**src/rtl/if_stage_if.sv**
```systemverilog
// ----------------------------------------------------------------------------
// if_stage_if
// Bundles the instruction-fetch stage's decode feedback, its
// instruction-memory port and its IF/ID outputs.
//   stall        decode -> IF   hold PC and IF/ID
//   redirect     decode -> IF   control transfer taken this cycle
//   redirect_pc  decode -> IF   target address; bits [1:0] are ignored
//   imem_addr    IF -> imem     current PC
//   imem_rdata   imem -> IF     instruction word, combinational in imem_addr
//   id_instr     IF -> decode   IF/ID instruction
//   id_pc        IF -> decode   PC of id_instr
//   id_pc4       IF -> decode   id_pc + 4
//   id_valid     IF -> decode   real fetched instruction, not an injected nop
//   pc_err       IF -> system   sticky out-of-range fetch flag
// modport master: the fetch stage; modport slave: its environment.
// ----------------------------------------------------------------------------
interface if_stage_if;
    logic        stall;
    logic        redirect;
    logic [31:0] redirect_pc;
    logic [31:0] imem_addr;
    logic [31:0] imem_rdata;
    logic [31:0] id_instr;
    logic [31:0] id_pc;
    logic [31:0] id_pc4;
    logic        id_valid;
    logic        pc_err;

    modport master (
        input  stall, redirect, redirect_pc, imem_rdata,
        output imem_addr, id_instr, id_pc, id_pc4, id_valid, pc_err
    );

    modport slave (
        output stall, redirect, redirect_pc, imem_rdata,
        input  imem_addr, id_instr, id_pc, id_pc4, id_valid, pc_err
    );
endinterface

```
**src/rtl/if_stage.sv**
```systemverilog
// ----------------------------------------------------------------------------
// if_stage
// Instruction fetch stage of the pipelined MIPS core. Owns the PC, drives
// the combinational instruction memory and registers the fetched word into
// the IF/ID register. Decode feeds back stall and redirect requests.
//
// Ports:
//   clk    input   rising-edge clock
//   reset  input   synchronous, active-high reset
//   bus    if_stage_if.master  (stall/redirect/redirect_pc/imem_rdata in;
//          imem_addr/id_instr/id_pc/id_pc4/id_valid/pc_err out)
//
// Parameters:
//   RESET_PC  PC loaded on reset
//   IM_WORDS  instruction memory depth in 32-bit words
//
// Build option:
//   IF_DELAY_SLOT_EN  defined: a redirect still latches the word being
//                     fetched (MIPS delay slot). Undefined: a redirect
//                     flushes IF/ID to a nop with id_valid = 0.
// ----------------------------------------------------------------------------
module if_stage #(
    parameter logic [31:0] RESET_PC = 32'h0000_3000,
    parameter int          IM_WORDS = 1024
) (
    input  logic       clk,
    input  logic       reset,
    if_stage_if.master bus
);

    // Fetch window size in bytes; 33 bits so large depths cannot wrap.
    localparam logic [32:0] IM_BYTES = 33'(IM_WORDS) * 33'd4;

    logic [31:0] pc_q,       pc_d;
    logic [31:0] id_instr_q, id_instr_d;
    logic [31:0] id_pc_q,    id_pc_d;
    logic [31:0] id_pc4_q,   id_pc4_d;
    logic        id_valid_q, id_valid_d;
    logic        pc_err_q,   pc_err_d;

    logic [31:0] pc_ofs;
    logic [31:0] pc_plus4;
    logic        in_range;
    logic [31:0] fetch_word;

    always_comb begin
        // PCs below RESET_PC wrap to a huge offset and fall out of range.
        pc_ofs     = pc_q - RESET_PC;
        in_range   = ({1'b0, pc_ofs} < IM_BYTES);
        fetch_word = in_range ? bus.imem_rdata : 32'h0;
        pc_plus4   = pc_q + 32'd4;

        pc_d       = pc_q;
        id_instr_d = id_instr_q;
        id_pc_d    = id_pc_q;
        id_pc4_d   = id_pc4_q;
        id_valid_d = id_valid_q;
        pc_err_d   = pc_err_q;

        // A stall holds everything and silently drops a coincident redirect.
        if (!bus.stall) begin
            id_pc_d  = pc_q;
            id_pc4_d = pc_plus4;
            pc_err_d = pc_err_q | ~in_range;
            if (bus.redirect) begin
                pc_d = bus.redirect_pc & 32'hFFFF_FFFC;
`ifdef IF_DELAY_SLOT_EN
                id_instr_d = fetch_word;
                id_valid_d = in_range;
`else
                id_instr_d = 32'h0;
                id_valid_d = 1'b0;
`endif
            end else begin
                pc_d       = pc_plus4;
                id_instr_d = fetch_word;
                id_valid_d = in_range;
            end
        end
    end

    always_ff @(posedge clk) begin
        if (reset) begin
            pc_q       <= RESET_PC;
            id_instr_q <= 32'h0;
            id_pc_q    <= 32'h0;
            id_pc4_q   <= 32'h0;
            id_valid_q <= 1'b0;
            pc_err_q   <= 1'b0;
        end else begin
            pc_q       <= pc_d;
            id_instr_q <= id_instr_d;
            id_pc_q    <= id_pc_d;
            id_pc4_q   <= id_pc4_d;
            id_valid_q <= id_valid_d;
            pc_err_q   <= pc_err_d;
        end
    end

    assign bus.imem_addr = pc_q;
    assign bus.id_instr  = id_instr_q;
    assign bus.id_pc     = id_pc_q;
    assign bus.id_pc4    = id_pc4_q;
    assign bus.id_valid  = id_valid_q;
    assign bus.pc_err    = pc_err_q;

endmodule

```
**src/flat_wrapper.sv**
```systemverilog
// flat-port wrapper written by rule: the top's interface ports become plain ports
module if_stage_flat 
#(
    parameter logic [31:0] RESET_PC = 32'h0000_3000,
    parameter int          IM_WORDS = 1024
)
  (clk, reset, bus_stall, bus_redirect, bus_redirect_pc, bus_imem_rdata, bus_imem_addr, bus_id_instr, bus_id_pc, bus_id_pc4, bus_id_valid, bus_pc_err);
  if_stage_if bus_i ();
  input  logic clk;
  input  logic reset;
  input wire logic [$bits(bus_i.stall)-1:0] bus_stall;
  input wire logic [$bits(bus_i.redirect)-1:0] bus_redirect;
  input wire logic [$bits(bus_i.redirect_pc)-1:0] bus_redirect_pc;
  input wire logic [$bits(bus_i.imem_rdata)-1:0] bus_imem_rdata;
  output wire logic [$bits(bus_i.imem_addr)-1:0] bus_imem_addr;
  output wire logic [$bits(bus_i.id_instr)-1:0] bus_id_instr;
  output wire logic [$bits(bus_i.id_pc)-1:0] bus_id_pc;
  output wire logic [$bits(bus_i.id_pc4)-1:0] bus_id_pc4;
  output wire logic [$bits(bus_i.id_valid)-1:0] bus_id_valid;
  output wire logic [$bits(bus_i.pc_err)-1:0] bus_pc_err;
  assign bus_i.stall = bus_stall;
  assign bus_i.redirect = bus_redirect;
  assign bus_i.redirect_pc = bus_redirect_pc;
  assign bus_i.imem_rdata = bus_imem_rdata;
  assign bus_imem_addr = bus_i.imem_addr;
  assign bus_id_instr = bus_i.id_instr;
  assign bus_id_pc = bus_i.id_pc;
  assign bus_id_pc4 = bus_i.id_pc4;
  assign bus_id_valid = bus_i.id_valid;
  assign bus_pc_err = bus_i.pc_err;
  if_stage #(.RESET_PC(RESET_PC), .IM_WORDS(IM_WORDS)) u_core (.clk(clk), .reset(reset), .bus(bus_i));
endmodule
```
**config.mk**
```make
export PLATFORM = sky130hd
export DESIGN_NAME = if_stage_flat
export DESIGN_NICKNAME = d
export VERILOG_FILES = /design/src/rtl/if_stage_if.sv /design/src/rtl/if_stage.sv /design/src/flat_wrapper.sv
export SDC_FILE = /design/constraint.sdc
export NUM_CORES = 1
export LEC_CHECK = 0
export BUFFER_PORTS_ARGS = -buffer_cell sky130_fd_sc_hd__buf_2
export CAP_MARGIN = 20
export CORE_MARGIN = 2
export CORE_UTILIZATION = 45
export DETAILED_ROUTE_END_ITERATION = 10
export HOLD_SLACK_MARGIN = 0.08
export PLACE_DENSITY = 0.78
export SETUP_SLACK_MARGIN = 0.3
export SYNTH_ARGS = -nofsm -noshare
export SYNTH_HDL_FRONTEND = slang
export SYNTH_SLANG_ARGS = --single-unit
```
**constraint.sdc**
```tcl
create_clock -name clk -period 2.05 [get_ports clk]
set_clock_uncertainty 0.05 [all_clocks]
set_input_delay 0.205 -clock clk [delete_from_list [all_inputs] [get_ports clk]]
set_output_delay 0.205 -clock clk [all_outputs]
set_load 0.05 [all_outputs]
```
==> run summary <==
CP arrival = 2.29 ns
Synth Area in Adders = 0.00226
Die Ht = 115 µm
Wire per inst = 19.0 µm
Mux contribution to synthesized area = 0.0798
Gr ovfl total = 0
IO Port Bufs = 189
DRT Pass-1 Iters = 6
CTS tree = yes
Row Count = 40
Sequential fraction of the synthesis area = 0.448
Slew @ Worst Pin = 0.527 ns
Synth top area share = 0.448
Syn avg cell area = 9.05 µm²
Startpoint Class = flop
Min Tclk post-route = 1.99 ns
Final Cycle Share = 0.969
Slew HR = 0.648
Critical path class = reg -> reg
Syn Inst Count = 612
Worst setup EP type = flop
Diode count = 0
IO Pins = 198
Post-synth ARST share = 0
Hold Slack = 0.0983 ns
Post-synthesis cell type count = 60
Vias in the first global route = 5421
Total wire length = 19700 µm
Top cells by area, synth = dfxtp_1 (45%), mux2i_1 (7.8%), nor2_1 (6.2%), a22o_1 (5.4%), a21oi_1 (3.1%)
Critical path's top delay family = simple AND/OR/NAND/NOR gates
Clk buf depth = 2
CP cell instances = buf_6 -> nor4_4 -> nand2_2 -> nor3_4 -> nor3b_4 -> buf_6 -> buf_16 -> a22o_1
Die width = 115 µm
Count of non-filler cells in the finished layout = 1035
Aggregate global-route resource usage = 0.265
Class of the worst hold path = in -> reg
Avg Vias per Cell = 5.77
Maximum VDD drop = 0.488 mV
Placer Congestion = 0.854
Largest net degree at the start of global routing = 80
Antenna Nets Post-Route = 0
DR iter-0 viols = 558
Largest family of logic cells by synthesized area = simple AND/OR/NAND/NOR gates
Simple-Gate Fraction of Synth Area = 0.196
Nets@finish = 944
Number of flops mapped to enable cells by yosys = 0
Max stage delay on crit path = 0.34 ns
Final Setup Violations = 0
Starting Density = 0.461
Synth area leader = dfxtp_1
Drt drc = 0
Synth Warn # = 0
Post-synthesis sequential element count = 124
PD cells = 800 nW/µm²
Initial antenna violation count = 0
TritonCTS Sinks = 124
Most frequent CP cell = buf_6
Mapped cell area = 5540 µm²
Crit Path Max Fanout = 8
Most common cell after layout, fill and taps aside = buf_2
Synth Area in Compound Gates = 0.178
Area of the die = 13200 µm²
Max-slew violation count = 0
Fillers = 852
Final Hold Fails = 0
Slowest CP cell = dfxtp_4
Total CTS buffers = 17
First-pass GRT wire length = 27400 µm
Setup TNS = 0 ns
RSZ-0062 raised after global routing = true
Outcome = finished, final reports clean
CP Buf/Inv Count = 3
Via Count = 5977
Clock Pin Slew Worst Setup and Hold Paths = 0.06 ns
Clock latency at the later pin of the worst-skew pair = 0.42 ns
Final cell utilization of the core = 0.695
Most frequent cells in the layout = buf_2 (189), dfxtp_1 (96), nor2_1 (88)
Htree depth = 4
Core area = 12000 µm²
Lkg Pwr = 4.05 nW
Layout cell share with drive strength beyond 1 = 0.407
Dominant synthesized flop cell = dfxtp_1
Max cap viols = 0
P&R area growth vs syn = 50.8%
Worst EP required = 2.35 ns
Root Driver = clkbuf_16
Max Clock Freq = 503 MHz
DP HPWL = 11000 µm
Placed cells = 905
Synth Area in XOR/XNOR = 0.0364
[cell families (layout without fill, tap and decap cells)]
kind of cell             after synthesis  count (layout)
adder cells (fa/ha/maj)                1               1
other                                  1               6
flip-flops                           124             124
XOR/XNOR                              23              23
AND/OR/NAND/NOR                      212             212
multiplexers                          44              44
buffers and inverters                 68             339
AO/OA/AOI/OAI                        139             139
[sequential cells by signal, indices dropped and copies added (netlist names)]
name,flops
u_core.bus.id_instr,32
u_core.bus.imem_addr,30
u_core.bus.id_pc4,30
u_core.bus.id_pc,30
u_core.bus.pc_err,1
u_core.bus.id_valid,1
[report_power, final]
group | switching, mW | internal [mW] | total [mW] | leakage [nW]
Combinational | 0.742 | 0.392 | 1.13 | 2.72
Clock | 1.09 | 1.86 | 2.95 | 0.303
Sequential | 0.105 | 2.50 | 2.60 | 1.03
Total | 1.93 | 4.75 | 6.68 | 4.05
[cell type report]
type                       count  area (µm²)  area share
clock inverter                11        85.1      0.0102
tap                          147         184      0.0220
multi-input combinational    425        2940       0.352
inverter                       5        18.8     0.00225
sequential                   124        2580       0.309
timing repair buffer         302        2030       0.244
clock buffer                  21         503      0.0603
[worst register-to-register path: stages (launching register included)]
cell and delay [ns]:
dfxtp_4 0.34, buf_6 0.11, nor4_4 0.33, nand2_2 0.14, nor3_4 0.23, nor3b_4 0.28
buf_6 0.16, buf_16 0.12, a22o_1 0.15
[path summary, 6_finish.rpt]
path | startpoint | cells after the start | slack [ns] | to
setup / recovery | u_core.bus.imem_addr[19]$_SDFFE_PP0N_ | 8 | 0.06 | u_core.bus.id_instr[6]$_SDFFE_PP0N_
hold / removal | bus_redirect_pc[6] | 5 | 0.1 | u_core.bus.imem_addr[6]$_SDFFE_PP0N_
setup reg to reg | u_core.bus.imem_addr[19]$_SDFFE_PP0N_ | 8 | 0.06 | u_core.bus.id_instr[6]$_SDFFE_PP0N_
hold reg to reg | u_core.bus.id_valid$_SDFFE_PP0N_ | 1 | 0.40 | u_core.bus.id_valid$_SDFFE_PP0N_
[synthesized netlist by cell type, drive strengths merged, types with 4 or more instances]
cell	n
dfxtp	124
nor2	91
nand2	48
mux2i	43
clkbuf	39
a21oi	34
a22o	34
buf	24
o21ai	14
and3	12
nand4	12
xor2	12
a211oi	11
a22oi	11
nor4	11
xnor2	11
nand3	10
nor3	10
nor2b	7
a31oi	5
o21a	5
inv	4
o211ai	4
[per-layer routing]
layer,part of all wire,routed length (µm),track usage
met1,0.38,7470,0.321
met2,0.48,9450,0.429
met3,0.092,1800,0.0743
met4,0.048,939,0.141
met5,0,0,0
[what timing repair did]
| action | in CTS | in global routing |
|---|---|---|
| buffers inserted | 17 | 32 |
| hold buffers | 45 | 0 |
| endpoints found under the hold margin | 45 | 0 |
| setup endpoints to repair | 57 | 58 |
| cloned | 1 | 3 |
| gates resized for setup | 19 | 23 |
| pin swaps | 10 | 30 |
[stage by stage]
| stage | instance area (µm²) | worst slack [ns] | total power [mW] |
|---|---|---|---|
| after floorplan | 5800 | 0.0525 | 3.35 |
| after global placement | 6660 | 0.208 | 3.56 |
| after detailed placement | 6670 | 0.166 | 3.58 |
| after CTS | 7940 | 0.270 | 6.62 |
| after global routing | 8350 | 0.0365 | 6.88 |
| final | 8350 | 0.0637 | 6.68 |
Note: power is estimated with default switching activity, not from simulation.
